===== src/rtl/ysyx_24100006_div_pkg.sv =====
// Shared definitions for the iterative divider and the ID-stage decoder.
//   div_op_e : div_op encodings (DIV, DIVU, REM, REMU)
//   state_e  : divider control states
//   cond_neg : two's-complement negate when asked (used for |x| and sign fix-up)
package ysyx_24100006_div_pkg;

  typedef enum logic [1:0] {
    OP_DIV  = 2'b00,
    OP_DIVU = 2'b01,
    OP_REM  = 2'b10,
    OP_REMU = 2'b11
  } div_op_e;

  typedef enum logic [1:0] {
    S_IDLE = 2'b00,
    S_CALC = 2'b01,
    S_DONE = 2'b10
  } state_e;

  localparam int unsigned XLEN  = 32;
  localparam int unsigned ITERS = 32;

  function automatic logic [XLEN-1:0] cond_neg(input logic [XLEN-1:0] v, input logic neg);
    return neg ? (~v + 32'd1) : v;
  endfunction

endpackage


===== src/rtl/ysyx_24100006_div_step.sv =====
// One restoring shift-subtract iteration (pure combinational).
//   rem      : 33-bit partial remainder
//   quo      : dividend bits still to shift in (MSB first), quotient bits fill LSB
//   dsr      : divisor magnitude
//   rem_next : partial remainder after trial subtract / restore
//   quo_next : quo shifted left with the new quotient bit in bit 0
module ysyx_24100006_div_step (
  input  logic [32:0] rem,
  input  logic [31:0] quo,
  input  logic [31:0] dsr,
  output logic [32:0] rem_next,
  output logic [31:0] quo_next
);

  logic [32:0] shifted;
  logic [32:0] diff;
  logic        borrow;
  logic        fits;

  assign shifted        = {rem[31:0], quo[31]};
  assign {borrow, diff} = {1'b0, shifted} - {2'b00, dsr};
  // A set rem[32] would make the shifted value exceed any divisor, so the
  // subtract always succeeds then; it stays 0 while rem < dsr holds.
  assign fits     = rem[32] | ~borrow;
  assign rem_next = fits ? diff : shifted;
  assign quo_next = {quo[30:0], fits};

endmodule


===== src/rtl/ysyx_24100006_div.sv =====
// 32-bit iterative divider: DIV/DIVU/REM/REMU, valid/ready handshake on both
// sides. Divide-by-zero and signed overflow finish in one cycle; everything
// else takes 32 restoring iterations on operand magnitudes plus sign fix-up.
// Ports:
//   clk, reset             : clock, asynchronous active-high reset
//   in_valid / in_ready    : request handshake (in_ready only in IDLE)
//   dividend, divisor      : operands, sampled on accept
//   div_op                 : div_op_e encoding, sampled on accept
//   out_valid / out_ready  : result handshake (out_valid registered)
//   result                 : quotient or remainder
//   flush                  : abort in-flight op, only with YSYX_24100006_DIV_FLUSH_EN
module ysyx_24100006_div
  import ysyx_24100006_div_pkg::*;
(
  input  logic        clk,
  input  logic        reset,
`ifdef YSYX_24100006_DIV_FLUSH_EN
  input  logic        flush,
`endif
  input  logic        in_valid,
  output logic        in_ready,
  input  logic [31:0] dividend,
  input  logic [31:0] divisor,
  input  logic [1:0]  div_op,
  output logic        out_valid,
  input  logic        out_ready,
  output logic [31:0] result
);

  logic abort;
`ifdef YSYX_24100006_DIV_FLUSH_EN
  assign abort = flush;
`else
  assign abort = 1'b0;
`endif

  state_e      state_q, state_d;
  logic [32:0] rem_q;
  logic [31:0] quo_q, dsr_q, result_q;
  logic [4:0]  cnt_q;
  logic        neg_q, neg_r, rem_sel, out_valid_q;

  logic        accept, op_signed, op_rem, div0, ovf, special;
  logic [31:0] spec_res, fin_res;
  logic [32:0] step_rem;
  logic [31:0] step_quo;

  assign in_ready  = (state_q == S_IDLE);
  assign accept    = in_valid & in_ready;
  assign op_signed = (div_op == OP_DIV) || (div_op == OP_REM);
  assign op_rem    = (div_op == OP_REM) || (div_op == OP_REMU);
  assign div0      = (divisor == 32'd0);
  assign ovf       = op_signed && (dividend == 32'h8000_0000) && (divisor == 32'hFFFF_FFFF);
  assign special   = div0 | ovf;

  always_comb begin
    spec_res = '0;
    if (div0)        spec_res = op_rem ? dividend : 32'hFFFF_FFFF;
    else if (!op_rem) spec_res = 32'h8000_0000;
  end

  ysyx_24100006_div_step u_step (
    .rem      (rem_q),
    .quo      (quo_q),
    .dsr      (dsr_q),
    .rem_next (step_rem),
    .quo_next (step_quo)
  );

  // Fix-up uses the final iteration's outputs so the result lands on the 32nd edge.
  assign fin_res = rem_sel ? cond_neg(step_rem[31:0], neg_r) : cond_neg(step_quo, neg_q);

  always_ff @(posedge clk or posedge reset) begin
    if (reset) state_q <= S_IDLE;
    else       state_q <= state_d;
  end

  always_comb begin
    state_d = state_q;
    unique case (state_q)
      S_IDLE:  if (accept) state_d = special ? S_DONE : S_CALC;
      S_CALC:  if (cnt_q == 5'd31) state_d = S_DONE;
      S_DONE:  if (out_ready) state_d = S_IDLE;
      default: state_d = S_IDLE;
    endcase
    if (abort) state_d = S_IDLE;
  end

  always_ff @(posedge clk or posedge reset) begin
    if (reset) begin
      rem_q       <= '0;
      quo_q       <= '0;
      dsr_q       <= '0;
      cnt_q       <= '0;
      neg_q       <= 1'b0;
      neg_r       <= 1'b0;
      rem_sel     <= 1'b0;
      result_q    <= '0;
      out_valid_q <= 1'b0;
    end else if (abort) begin
      cnt_q       <= '0;
      out_valid_q <= 1'b0;
    end else begin
      unique case (state_q)
        S_IDLE: if (accept) begin
          cnt_q   <= '0;
          rem_sel <= op_rem;
          if (special) begin
            result_q    <= spec_res;
            out_valid_q <= 1'b1;
          end else begin
            rem_q <= '0;
            quo_q <= cond_neg(dividend, op_signed & dividend[31]);
            dsr_q <= cond_neg(divisor, op_signed & divisor[31]);
            neg_q <= op_signed & (dividend[31] ^ divisor[31]);
            neg_r <= op_signed & dividend[31];
          end
        end
        S_CALC: begin
          rem_q <= step_rem;
          quo_q <= step_quo;
          cnt_q <= cnt_q + 5'd1;
          if (cnt_q == 5'd31) begin
            result_q    <= fin_res;
            out_valid_q <= 1'b1;
          end
        end
        S_DONE: if (out_ready) out_valid_q <= 1'b0;
        default: ;
      endcase
    end
  end

  assign out_valid = out_valid_q;
  assign result    = result_q;

endmodule

===== config.mk =====
export PLATFORM = sky130hd
export DESIGN_NAME = ysyx_24100006_div
export DESIGN_NICKNAME = d
export VERILOG_FILES = /design/src/rtl/ysyx_24100006_div_pkg.sv /design/src/rtl/ysyx_24100006_div_step.sv /design/src/rtl/ysyx_24100006_div.sv
export SDC_FILE = /design/constraint.sdc
export NUM_CORES = 1
export LEC_CHECK = 0
export ABC_AREA = 1
export CORE_MARGIN = 3
export CORE_UTILIZATION = 55
export DETAILED_ROUTE_END_ITERATION = 10
export PLACE_DENSITY = 0.79
export SYNTH_ARGS = -nofsm -noshare
export SYNTH_HDL_FRONTEND = slang
export SYNTH_SLANG_ARGS = --single-unit
export TNS_END_PERCENT = 1

===== constraint.sdc =====
create_clock -name clk -period 4.34 [get_ports clk]
set_input_delay 0.434 -clock clk [delete_from_list [all_inputs] [get_ports clk]]
set_output_delay 0.434 -clock clk [all_outputs]
set_load 0.02 [all_outputs]

==> results.md <==
- Mapped Cells: 2162
- Routability cong.: 1.01
- Die Ht: 161 µm
- CTS tree: yes
- Die area: 0.0258 mm²
- Clock power share: 0.110
- Die W: 161 µm
- First-pass GRT wire length: 74000 µm
- TNS Setup: 0 ps
- Clk pin slew, worst setup/hold paths: 70 ps
- Part of the power in combinational logic: 0.724
- Place WS: 250 ps
- Final hold viol count: 0
- FF-to-FF path depth: 21
- Power per cell area: 969 mW/mm²
- Hold Crit Class: reg2reg
- Cell Int Power: 6.24 mW
- Largest fanout on the critical path: 29
- Switching power total: 8.45 mW
- Nets: 2356
- Worst Path Arrival: 4450 ps
- Setup bufs post-CTS: 0
- Required time of the critical path: 4710 ps
- CP endpoint kind: flip-flop
- Via count: 14800
- Register area share after synthesis: 0.266
- Yosys Warn Count: 0
- Minimum clock period: 4080 ps
- Flop2flop setup slack: 260 ps
- Seq pwr share: 0.165
- Sw Share: 0.575
- Result of the run: completed
- Vias in the first global route: 13100
- Max transition margin: 0.328
- Vias per cell: 5.76
- FF-to-FF Start: rem_q[28]$_DFFE_PP0P_
- Syn avg cell area: 6.08 µm²
- Post-synth cell types: 55
- Worst Setup SP: rem_q[28]$_DFFE_PP0P_
- Final WL: 48200 µm
- TritonCTS Buffers: 17
- # DRC: 0
- Cell area after synthesis: 0.0131 mm²
- Tcrit/Tclk final: 0.940
- Core ar.: 0.0231 mm²
- Predominant post-synthesis flop cell: dfrtp_1
- Maximum clock path buffer count: 2
- Initial antenna violation count: 5
- Number of flops mapped to enable cells by yosys: 0
- Worst-skew pair later-pin latency: 450 ps
- Worst IR drop on VDD: 0.758 mV
- # H-tree levels: 4
- Final worst slack: 260 ps
- GRT Resource Usage Total: 0.367
- Net Count, Synth: 2272
- Critical path type: reg2reg
- Max-Cap Viols: 0
- Drt first pass iters: 6
- DR WL/cell: 18.7 µm
- CTS root buffer: clkbuf_16
- Pin count of the biggest net entering global routing: 97
- Hold Slack: 490 ps
- Highest clock rate: 0.245 GHz
- Leakage: 7.77 nW
- Post-DP HPWL: 37300 µm
- Reg2reg end: result[22]$_DFFE_PP0P_
- Setup crit end: result[22]$_DFFE_PP0P_
- Inserted Diodes: 0
- Worst-margin pin slew: 1010 ps
- IO Pins: 104
- Num rows: 55
- Clk sinks: 140
- Slew Limit Fails: 0
- P&R area growth vs syn: 15.4%
- Final setup viols: 0
- Antenna-violating nets left: 0
- Initial Utilization: 0.570
- Ys async rst share: 1.00
- Skew final: 14.1 ps
- IO Port Bufs: 103
- Initial DRC Count: 1970
- Startpoint types: flip-flop
- Register bit total from synthesis: 140
- GRT overflow: 0
- Fraction of layout cells with a size suffix above 1: 0.0753
- RSZ-0062 raised after global routing: no
cell type report:
cell class / count / area [µm²]
clock inverter: 14 / 210
inverter: 357 / 1350
timing repair buffer: 137 / 1300
clock buffer: 17 / 425
fill: 2192 / 7880
sequential: 140 / 3500
multi-input combinational: 1593 / 8000
tap: 313 / 392
worst min path at each step:
stage                           from                    end  slack [ps]  cells past startpoint
6_report       dsr_q[23]$_DFFE_PP0P_  dsr_q[23]$_DFFE_PP0P_         490                      2
2_1_floorplan  dsr_q[17]$_DFFE_PP0P_  dsr_q[17]$_DFFE_PP0P_         450                      2
3_3_place_gp   dsr_q[21]$_DFFE_PP0P_  dsr_q[21]$_DFFE_PP0P_         470                      2
4_1_cts        dsr_q[23]$_DFFE_PP0P_  dsr_q[23]$_DFFE_PP0P_         490                      2
3_5_place_dp   dsr_q[23]$_DFFE_PP0P_  dsr_q[23]$_DFFE_PP0P_         480                      2
5_1_grt        dsr_q[27]$_DFFE_PP0P_  dsr_q[27]$_DFFE_PP0P_         520                      2
per-layer routing:
layer | global-route usage | part of all wire | vias up
met3 | 0.0874 | 0.12 | 91
met4 | 0.0888 | 0.022 | 10
met2 | 0.551 | 0.43 | 823
li1 | - | - | 7068
met5 | 0 | 0.0013 | -
met1 | 0.532 | 0.42 | 6812
cell usage in the layout (no fill, tap or decap), types with 4 or more instances in the layout:
master and n:
nand2_1 635, inv_1 338, nor2_1 181, nand3_1 164, o21ai_0 153, dfrtp_1 140
clkdlybuf4s50_1 103, a21oi_1 86, xor2_1 44, nor3_1 42, ha_1 39, buf_4 33
nand4_1 30, nand2_2 26, o22ai_1 23, o21ai_1 23, nor2_2 21, clkbuf_16 17
inv_2 15, a21boi_1 15, a22oi_1 14, or2_2 8, o211ai_1 8, nor3_2 7
o31ai_1 7, nand3_2 6, nand2_4 6, nand3b_1 6, and2_1 5, inv_6 5
xnor2_1 5, clkinv_4 5, nor4_1 4, nor2_4 4, a32o_1 4, bufinv_16 4
cells by family after synthesis:
group	count (synthesis)	share of synthesized area
AOI/OAI and AO/OA	353	0.152
xor gates and xnor gates	49	0.0326
adders and majority gates	40	0.0386
buffers and inverters	429	0.128
DFF	140	0.266
and+or+nand+nor	1151	0.382
stage by stage:
step | cells | total power, mW | util | instance area [µm²]
final | 2571 | 14.7 | 0.658 | 15200
after global routing | 2571 | 15.9 | 0.658 | 15200
after CTS | 2571 | 14.4 | 0.658 | 15200
after detailed placement | 2540 | 12.7 | 0.630 | 14500
after global placement | 2540 | 12.6 | 0.630 | 14500
after floorplan | 2162 | 9.65 | - | 13100
sequential cells by signal, indices dropped and copies added, names as in the netlist:
name,cells
cnt_q,5
neg_r,1
quo_q,32
neg_q,1
dsr_q,32
rem_sel,1
rem_q,33
out_valid,1
state_q,2
result,32
synth_stat cells (4+ instances only):
cell | instances | area (µm²)
nor3_1 | 44 | 220
nor2_2 | 19 | 119
nand2_1 | 636 | 2390
xor2_1 | 44 | 385
or2_2 | 8 | 50.1
nor4_1 | 4 | 25.0
and2_1 | 5 | 31.3
xnor2_1 | 5 | 43.8
a21boi_1 | 15 | 113
buf_2 | 8 | 40.0
nand2_4 | 6 | 67.6
nand3_1 | 164 | 821
ha_1 | 39 | 488
inv_2 | 14 | 52.6
o22ai_1 | 23 | 144
buf_4 | 4 | 30.0
nor3_2 | 5 | 50.1
nand4_1 | 30 | 188
nor2_1 | 185 | 694
a32o_1 | 4 | 40.0
dfrtp_1 | 140 | 3500
a22oi_1 | 14 | 105
buf_1 | 8 | 30.0
clkbuf_1 | 48 | 180
o31ai_1 | 7 | 52.6
nand3_2 | 6 | 60.1
o21ai_0 | 153 | 766
o211ai_1 | 8 | 60.1
inv_1 | 340 | 1280
a21oi_1 | 86 | 430
nand2_2 | 25 | 156
nand3b_1 | 6 | 45.0
o21ai_1 | 23 | 115
power groups by stage:
| stage | sequential (mW) | clock, mW | combinational [mW] |
|---|---|---|---|
| detailed placement | 2.42 | 0 | 10.3 |
| global placement | 2.41 | 0 | 10.2 |
| CTS | 2.41 | 1.62 | 10.4 |
| floorplan | 2.48 | 0 | 7.18 |
| finish | 2.43 | 1.62 | 10.6 |
| global route | 2.49 | 1.68 | 11.7 |
worst max-delay path: stages (launching register included):
cell	delay (ps)
dfrtp_1	450
ha_1	420
nand2_1	90
nor3_2	230
nand2_1	150
nor2_2	230
nor2_8	70
nand2_4	70
buf_4	430
nand2_2	120
o21ai_4	110
ha_1	250
nand2_1	100
nor2_2	110
nand3_1	160
o21ai_2	310
nand2_1	80
nand2_1	70
nand3_1	110
nand2_1	190
nand2_1	80
a21boi_1	140
what timing repair did:
| action | CTS | global route |
|---|---|---|
| resized for setup | 0 | 3 |
| endpoints found under the hold margin | 0 | 0 |
| hold buffers | 0 | 0 |
| setup endpoints to repair | 0 | 4 |
(Power assumes the default switching activity.)
